[config.mk]
export PLATFORM = sky130hd
export DESIGN_NAME = light_pos_ctrl
export DESIGN_NICKNAME = d
export VERILOG_FILES = /design/src/rtl/light_pos_ctrl.sv
export SDC_FILE = /design/constraint.sdc
export NUM_CORES = 1
export LEC_CHECK = 0
export BUFFER_PORTS_ARGS = -buffer_cell sky130_fd_sc_hd__buf_2
export CORE_MARGIN = 5
export CORE_UTILIZATION = 36
export CTS_CLUSTER_SIZE = 20
export DETAILED_ROUTE_END_ITERATION = 10
export PLACE_DENSITY = 0.63
export SLEW_MARGIN = 15
export SYNTH_ARGS = -nofsm -noshare
export SYNTH_HDL_FRONTEND = slang
export SYNTH_SLANG_ARGS = --single-unit
[constraint.sdc]
create_clock -name m_clock -period 7 [get_ports m_clock]
set_input_delay 1.05 -clock m_clock [delete_from_list [all_inputs] [get_ports m_clock]]
set_output_delay 1.05 -clock m_clock [all_outputs]
set_load 0.005 [all_outputs]
[src/rtl/light_pos_ctrl.sv]
// light_pos_ctrl: frame-synchronous controller for the GPU light angles ax/ay.
// Button levels become per-frame step requests with hold-to-repeat. An
// auto-rotate mode advances ax every frame. New angles are committed only on
// vblank_begin, so no frame is shaded with a mix of old and new parameters.
module light_pos_ctrl #(
  parameter int REPEAT_DELAY = 16,
  parameter int REPEAT_RATE  = 4,
  parameter int AUTO_STEP    = 2,
  parameter int AX_INIT      = 29,
  parameter int AY_INIT      = 324
) (
  input  logic        p_reset,
  input  logic        m_clock,
  input  logic        vblank_begin,
  input  logic        btn_x,
  input  logic        btn_y,
  input  logic        btn_mode,
  output logic [8:0]  ax,
  output logic [8:0]  ay,
  output logic        auto_mode,
  output logic        upd,
  output logic [15:0] frame_cnt
);

  typedef enum logic [1:0] {
    S_IDLE,
    S_ARMED,
    S_HOLD_DELAY,
    S_HOLD_REPEAT
  } axis_state_t;

  localparam logic [4:0] DELAY_CNT = 5'(REPEAT_DELAY);
  localparam logic [4:0] RATE_CNT  = 5'(REPEAT_RATE);
  localparam logic [9:0] AUTO_INC  = 10'(AUTO_STEP);
  localparam logic [8:0] AX_RST    = 9'(AX_INIT);
  localparam logic [8:0] AY_RST    = 9'(AY_INIT);

  axis_state_t x_state_q, y_state_q;
  logic [4:0]  x_fc_q, y_fc_q;
  logic [4:0]  x_fc_inc, y_fc_inc;
  logic        x_btn_eff;
  logic        x_step, y_step;

  logic        mode_q;
  logic        auto_q;
  logic [8:0]  ax_q, ax_d;
  logic [8:0]  ay_q, ay_d;
  logic        upd_q, upd_d;
  logic [15:0] frame_q, frame_d;

  // Angle addition with a single conditional wrap; 10-bit sum covers 359+359.
  function automatic logic [8:0] wrap_add(input logic [8:0] v, input logic [9:0] s);
    logic [9:0] sum;
    sum = {1'b0, v} + s;
    if (sum >= 10'd360) begin
      sum = sum - 10'd360;
    end
    return sum[8:0];
  endfunction

  // A step is taken on a vblank from ARMED, or when a held counter hits its limit.
  function automatic logic step_req(input axis_state_t st, input logic [4:0] fc_inc,
                                    input logic btn, input logic vb);
    logic req;
    req = 1'b0;
    case (st)
      S_ARMED:       req = vb;
      S_HOLD_DELAY:  req = btn & vb & (fc_inc == DELAY_CNT);
      S_HOLD_REPEAT: req = btn & vb & (fc_inc == RATE_CNT);
      default:       req = 1'b0;
    endcase
    return req;
  endfunction

  // Decode step requests for both axes from the current FSM state.
  always_comb begin
    x_btn_eff = btn_x & ~auto_q;
    x_fc_inc  = x_fc_q + 5'd1;
    y_fc_inc  = y_fc_q + 5'd1;
    x_step    = step_req(x_state_q, x_fc_inc, x_btn_eff, vblank_begin) & ~auto_q;
    y_step    = step_req(y_state_q, y_fc_inc, btn_y, vblank_begin);
  end

  // X axis press/hold/repeat FSM; parked in IDLE while auto mode owns ax.
  always_ff @(posedge m_clock or posedge p_reset) begin
    if (p_reset) begin
      x_state_q <= S_IDLE;
      x_fc_q    <= '0;
    end else if (auto_q) begin
      x_state_q <= S_IDLE;
      x_fc_q    <= '0;
    end else begin
      case (x_state_q)
        S_IDLE: begin
          x_fc_q <= '0;
          if (x_btn_eff) x_state_q <= S_ARMED;
        end
        S_ARMED: begin
          if (vblank_begin) begin
            x_fc_q    <= '0;
            x_state_q <= x_btn_eff ? S_HOLD_DELAY : S_IDLE;
          end
        end
        S_HOLD_DELAY: begin
          if (!x_btn_eff) begin
            x_state_q <= S_IDLE;
            x_fc_q    <= '0;
          end else if (vblank_begin) begin
            if (x_fc_inc == DELAY_CNT) begin
              x_fc_q    <= '0;
              x_state_q <= S_HOLD_REPEAT;
            end else begin
              x_fc_q <= x_fc_inc;
            end
          end
        end
        S_HOLD_REPEAT: begin
          if (!x_btn_eff) begin
            x_state_q <= S_IDLE;
            x_fc_q    <= '0;
          end else if (vblank_begin) begin
            x_fc_q <= (x_fc_inc == RATE_CNT) ? 5'd0 : x_fc_inc;
          end
        end
        default: begin
          x_state_q <= S_IDLE;
          x_fc_q    <= '0;
        end
      endcase
    end
  end

  // Y axis press/hold/repeat FSM; always manual.
  always_ff @(posedge m_clock or posedge p_reset) begin
    if (p_reset) begin
      y_state_q <= S_IDLE;
      y_fc_q    <= '0;
    end else begin
      case (y_state_q)
        S_IDLE: begin
          y_fc_q <= '0;
          if (btn_y) y_state_q <= S_ARMED;
        end
        S_ARMED: begin
          if (vblank_begin) begin
            y_fc_q    <= '0;
            y_state_q <= btn_y ? S_HOLD_DELAY : S_IDLE;
          end
        end
        S_HOLD_DELAY: begin
          if (!btn_y) begin
            y_state_q <= S_IDLE;
            y_fc_q    <= '0;
          end else if (vblank_begin) begin
            if (y_fc_inc == DELAY_CNT) begin
              y_fc_q    <= '0;
              y_state_q <= S_HOLD_REPEAT;
            end else begin
              y_fc_q <= y_fc_inc;
            end
          end
        end
        S_HOLD_REPEAT: begin
          if (!btn_y) begin
            y_state_q <= S_IDLE;
            y_fc_q    <= '0;
          end else if (vblank_begin) begin
            y_fc_q <= (y_fc_inc == RATE_CNT) ? 5'd0 : y_fc_inc;
          end
        end
        default: begin
          y_state_q <= S_IDLE;
          y_fc_q    <= '0;
        end
      endcase
    end
  end

  // Rising edge of btn_mode toggles auto-rotate.
  always_ff @(posedge m_clock or posedge p_reset) begin
    if (p_reset) begin
      mode_q <= 1'b0;
      auto_q <= 1'b0;
    end else begin
      mode_q <= btn_mode;
      if (btn_mode && !mode_q) auto_q <= ~auto_q;
    end
  end

  // Next committed angles, update flag and frame count; only a vblank changes them.
  always_comb begin
    ax_d    = ax_q;
    ay_d    = ay_q;
    frame_d = frame_q;
    if (vblank_begin) begin
      if (auto_q) begin
        ax_d = wrap_add(ax_q, AUTO_INC);
      end else if (x_step) begin
        ax_d = wrap_add(ax_q, 10'd1);
      end
      if (y_step) begin
        ay_d = wrap_add(ay_q, 10'd1);
      end
      frame_d = frame_q + 16'd1;
    end
    upd_d = vblank_begin & ((ax_d != ax_q) | (ay_d != ay_q));
  end

  // Commit registers.
  always_ff @(posedge m_clock or posedge p_reset) begin
    if (p_reset) begin
      ax_q    <= AX_RST;
      ay_q    <= AY_RST;
      upd_q   <= 1'b0;
      frame_q <= '0;
    end else begin
      ax_q    <= ax_d;
      ay_q    <= ay_d;
      upd_q   <= upd_d;
      frame_q <= frame_d;
    end
  end

  assign ax        = ax_q;
  assign ay        = ay_q;
  assign auto_mode = auto_q;
  assign upd       = upd_q;
  assign frame_cnt = frame_q;

endmodule
# Word level (Yosys, flattened, before mapping)
# Cells that the tools add are included.
# word_totals
ff_bits	51
in_bits	6
output_inout_bits	36
wordCells	108
# classes
add_sub_neg	9
n_lt_le_gt_ge	3
n_eq_ne	24
n_mux	43
bitwise_logic	11
reduce_logical	8
# ops
cell	count
9-bit 2-to-1 mux	8
5-bit 2-to-1 mux	14
5-bit one-hot mux with 4 select lines	2
10-bit by 9-bit >= comparator with 1-bit output, second input constant	3
2-bit 2-to-1 mux	15
9-bit subtractor, second input constant	3
9-bit by 1-bit adder with 10-bit output, second input constant	2
3-bit inequality test, second input constant	6
9-bit inequality test	2
16-bit by 1-bit adder with 16-bit output, second input constant	1
2-bit one-hot mux with 4 select lines	2
4-bit inequality test, second input constant	3
5-bit by 1-bit adder with 5-bit output, second input constant	2
9-bit by 2-bit adder with 10-bit output, second input constant	1
5-bit by 3-bit equality test with 1-bit output, second input constant	2
5-bit equality test, second input constant	2
5-bit AND reduction	2
1-bit bitwise AND	9
2-bit equality test, second input constant	4
2-bit inequality test, second input constant	3
1-bit one-hot mux with 3 select lines	2
3-bit AND reduction	2
2-bit by 1-bit equality test with 1-bit output, second input constant	2
2-bit logical NOT	2
4 further kinds	4

# Logic depth before layout (Yosys ltp)
# depth
word_depth	12
mapped_depth	10
depth_no_buf	9

# Worst setup path after synthesis
# No wires, ideal clock.
# synth_path
path_kind	register to register
start	register ay_q[0], in the netlist ay[0]
end	register ay_q[5], in the netlist ay[5]
setup_ns	0.080
arrival_ns	2.254
required_time_ns	6.920
slack_ns	4.666
stages_incl_launch_ff	9
path_buffers	1
period_less_slack_ns	2.334
cell_sequence	dfrtp_1 -> ha_1 -> clkbuf_2 -> or4_4 -> o311ai_2 -> a311oi_4 -> or3_1 -> a21oi_2 -> xnor2_1
# synth_between
elab_chain_cells	5
word_cells_on_any_way	6
# synth_lines
item	line_no	source
from (decl)	47	logic [8:0] ay_q, ay_d;
from (signal assigned)	218	ay_q <= ay_d;
9-bit by 1-bit adder with 10-bit output *	54	sum = {1'b0, v} + s;
9-bit subtractor / 10-bit by 9-bit >= comparator with 1-bit output (equally long branches)	56, 55	
9-bit 2-to-1 mux *	55	if (sum >= 10'd360) begin
9-bit 2-to-1 mux *	201	if (y_step) begin
9-bit 2-to-1 mux *	195	if (vblank_begin) begin
via ay_d[5]	47	
# Mark *: on every way through the listed nets, which the timed path passes. The rest lies on a longest branch.
# A chain may end at the register's enable or synchronous reset.

# Worst setup path after layout
# layout_path
start	register ax_q[2], in the netlist ax[2]
end	register ax_q[4], in the netlist ax[4]
# layout_between
elab_chain_cells	6
word_cells_on_any_way	11
# layout_lines
item	line_no	source
from (decl)	46	logic [8:0] ax_q, ax_d;
from (signal assigned)	212	ax_q <= AX_RST;
from (signal assigned)	217	ax_q <= ax_d;
9-bit by 1-bit adder with 10-bit output	54	
9-bit subtractor / 10-bit by 9-bit >= comparator with 1-bit output (equally long branches)	56, 55	
9-bit 2-to-1 mux	55	
9-bit 2-to-1 mux	198	end else if (x_step) begin
9-bit 2-to-1 mux *	196	if (auto_q) begin
9-bit 2-to-1 mux *	195	
via ax_d[4]	46	
# Marks and branches as above.

==> summary.txt <==
========================================================================================================
Outcome                                                                                        completed
Max transition margin                                                                              0.528
Maximum clock skew at final layout                                                             0.0153 ns
Number of hold violations in the final report                                                          0
Detailed Place HPWL                                                                              6260 um
Category of the most critical setup path                                                    register to register
Number of levels in the clock H-tree                                                                   2
Critical Path Source Type                                                                       register
Power density over cell area                                                                  306 mW/mm2
Leading cell type by number of instances after synthesis                                         nand2_1
Clock tree buffer depth                                                                                2
Cell taking the most area after synthesis                                                        dfrtp_1
Cell Chain, Critical Path                                                                   ha_1 > and2_1 > a311o_1 > o211ai_2 > a221oi_2 > mux2_2 > o21ai_0
Die boundary width                                                                                111 um
Simple logic cell fraction of the synthesized area                                                 0.244
Startpoint of the worst setup timing path                                                          ax[2]
Final RePlAce weighted congestion                                                                  0.929
Clock tree from TritonCTS                                                                            yes
Setup violations, final                                                                                0
Remaining routing DRC violations                                                                       0
Final routed wirelength across all metal layers                                                  8640 um
Clock Root Buffer                                                                               clkbuf_8
Flip-flop cell with the highest count after synthesis                                            dfrtp_1
Starting utilization of the core area                                                              0.372
Syn Std Cell Area                                                                            0.00367 mm2
Leak Pwr                                                                                         1.67 nW
Mean Syn Cell Area                                                                              8.66 um2
Count of yosys warnings during synthesis                                                               0
Global route overflow                                                                                  0
Total of fill cells in the finished design                                                          1018
TritonCTS Buffers                                                                                      5
Post-synthesis sequential area ratio                                                               0.350
Initial antenna violation count                                                                        0
Net Count, Synth                                                                                     441
Synthesized instance count                                                                           424
P&R area growth vs syn                                                                             9.79%
Longest individual stage delay on the worst path                                                 0.64 ns
Number of I/O pins                                                                                    42
Compound-gate portion of the synthesized area                                                      0.203
Smallest hold slack                                                                             0.471 ns
Count of different cell masters after synthesis                                                       76
Total core area                                                                              0.00986 mm2
Adder-cell area share of the yosys netlist                                                        0.0375
Via count                                                                                           3173
Required arrival time at the worst endpoint                                                      7.23 ns
Setup Fix Bufs, Post-CTS                                                                               0
Crit path capture type                                                                          register
Xor and xnor fraction of the mapped netlist area                                                   0.105
Total of buffers placed on input and output ports                                                     41
Worst IR Drop VDD                                                                               0.180 mV
Post-CTS clock slew at the launch and capture registers of the worst setup and hold paths        0.11 ns
Unrepaired setup endpoints after global routing                                                    false
Wire length of the first global-routing pass                                                    14700 um
Vias in the first global route                                                                      3090
Share of flip-flops with an asynchronous set or reset                                               1.00
Latest clock arrival within the worst-skew pair                                                  0.31 ns
Timing-limited maximum frequency                                                                 330 MHz
Slew at the pin closest to its max-slew limit                                                   0.707 ns
Dominant combinational cell family by area after synthesis                                  simple AND/OR/NAND/NOR gates
Antenna-violating nets left                                                                            0
Post-route setup TNS                                                                                0 ns
DRC violation total after the first TritonRoute iteration                                            189
Router iterations before antenna repair                                                                6
Share of the synthesized area in the top cell type                                                 0.300
Arrival time worst endpoint                                                                      3.26 ns
Slew Viols, Final                                                                                      0
Number of maximum-capacitance violations                                                               0
Reg2Reg Launch Point                                                                               ax[2]
Worst hold-check path type                                                                  register to register
Global Route Usage Sum                                                                             0.140
Vertical die dimension                                                                            111 um
Synth top cells by count                                                                    nand2_1 (50), dfrtp_1 (44), nor2_1 (39)
Worst min-delay path startpoint                                                             frame_cnt[15]
Number of rows in the core area                                                                       36
Vias per std cell                                                                                   5.41
Multiplexer share of the synthesized area                                                         0.0205
CTS Hold Bufs                                                                                          0
Pin count of the biggest net entering global routing                                                  52
Final Net Count                                                                                      469
Worst Path Max Fanout                                                                                 19
Critical Path Slowest Stage Cell                                                                    ha_1
Tmin final                                                                                       3.03 ns
Sinks on the clock net                                                                                51
Routed WL per cell                                                                               14.7 um
Post_cts resized                                                                                       0
Antenna cell count                                                                                     0
Die Outline Area                                                                              0.0123 mm2
Register bit count reported by yosys                                                                  51
Layout cell share with drive strength beyond 1                                                     0.168
Fin crit share                                                                                     0.433
Count of flip-flops with a built-in enable after synthesis                                             0
Top area cells in the synthesized netlist                                                   dfrtp_1 (30%), xnor2_1 (6.7%), nand2_1 (5.1%)
========================================================================================================
## placed cells by master, fill, tap and decap left out, drive strengths merged, types with 5 or more instances in the layout
cell     n
nor2    39
and3     9
ha      11
o211ai   5
nand2   50
nor2b   10
clkbuf   5
xor2    16
xnor2   28
nand2b   6
buf     42
a31oi    6
and2     8
dfstp    7
nand3   13
dfrtp   44
o21ai   26
inv      9
a21oi   24
nor3    10
nand4    9
## worst paths after layout
path | end | slack, ns | depth (start not counted)
worst max-delay path | ax[4] | 3.97 | 7
worst min-delay path | frame_cnt[15] | 0.47 | 1
worst max register to register | ax[4] | 3.97 | 7
worst min register to register | frame_cnt[15] | 0.47 | 1
max in group asynchronous | x_fc_q[3] | 5.67 | 3
min in group asynchronous | frame_cnt[11] | 0.90 | 3
## sequential cells by signal, indices dropped and copies added, names as in the netlist
register	cells
upd	1
auto_mode	1
x_fc_q	5
x_state_q	2
frame_cnt	16
mode_q	1
y_state_q	2
ax	9
ay	9
y_fc_q	5
## cell families after synthesis
group           Yosys count
xor+xnor                 44
compound gates          106
flops                    51
fa+ha+maj                11
mux                       7
simple gates            176
buf+inv                  29
## power by group
part	total [mW]	leakage, nW	switching (mW)	internal [mW]
clock	0.177	0.0491	0.104	0.0737
combinational	0.511	0.975	0.276	0.235
sequential	0.545	0.648	0.171	0.374
total	1.23	1.67	0.551	0.683
## metal layers
metal  global-route usage  vias to the layer above  part of all wire
met2                0.236                       76              0.47
li1                     -                     1594                 -
met1                0.182                     1495              0.48
met4               0.0419                        0             0.011
met3               0.0262                        8             0.045
met5                    0                        -                 0
## through the flow
stage / power, mW / instance area (um2) / setup slack (ns) / cells / utilization
global placement: 1.05 / 3930 / 4.18 / 578 / 0.399
global route: 1.34 / 4030 / 3.81 / 586 / 0.408
CTS: 1.24 / 4030 / 3.99 / 586 / 0.408
detailed placement: 1.06 / 3930 / 4.01 / 578 / 0.399
floorplan: 0.906 / 3670 / 4.67 / 424 / -
finish: 1.23 / 4030 / 3.97 / 586 / 0.408
## worst max-delay path: cells and delay by family (launching register included)
family	cells	cell delay, ns
compound gates	4	0.95
fa+ha+maj	1	0.64
flops	1	0.63
mux	1	0.38
simple gates	1	0.35
## cell type report
cell class	instances	area, um2	share of cell area
clock buffers	5	68.8	0.0171
multi-input cells	344	2240	0.556
flip-flops and latches	51	1280	0.319
clock inverters	3	26.3	0.00652
inverters	8	30.0	0.00745
well taps	133	166	0.0413
repair buffers	42	213	0.0528
(Power assumes the default switching activity.)
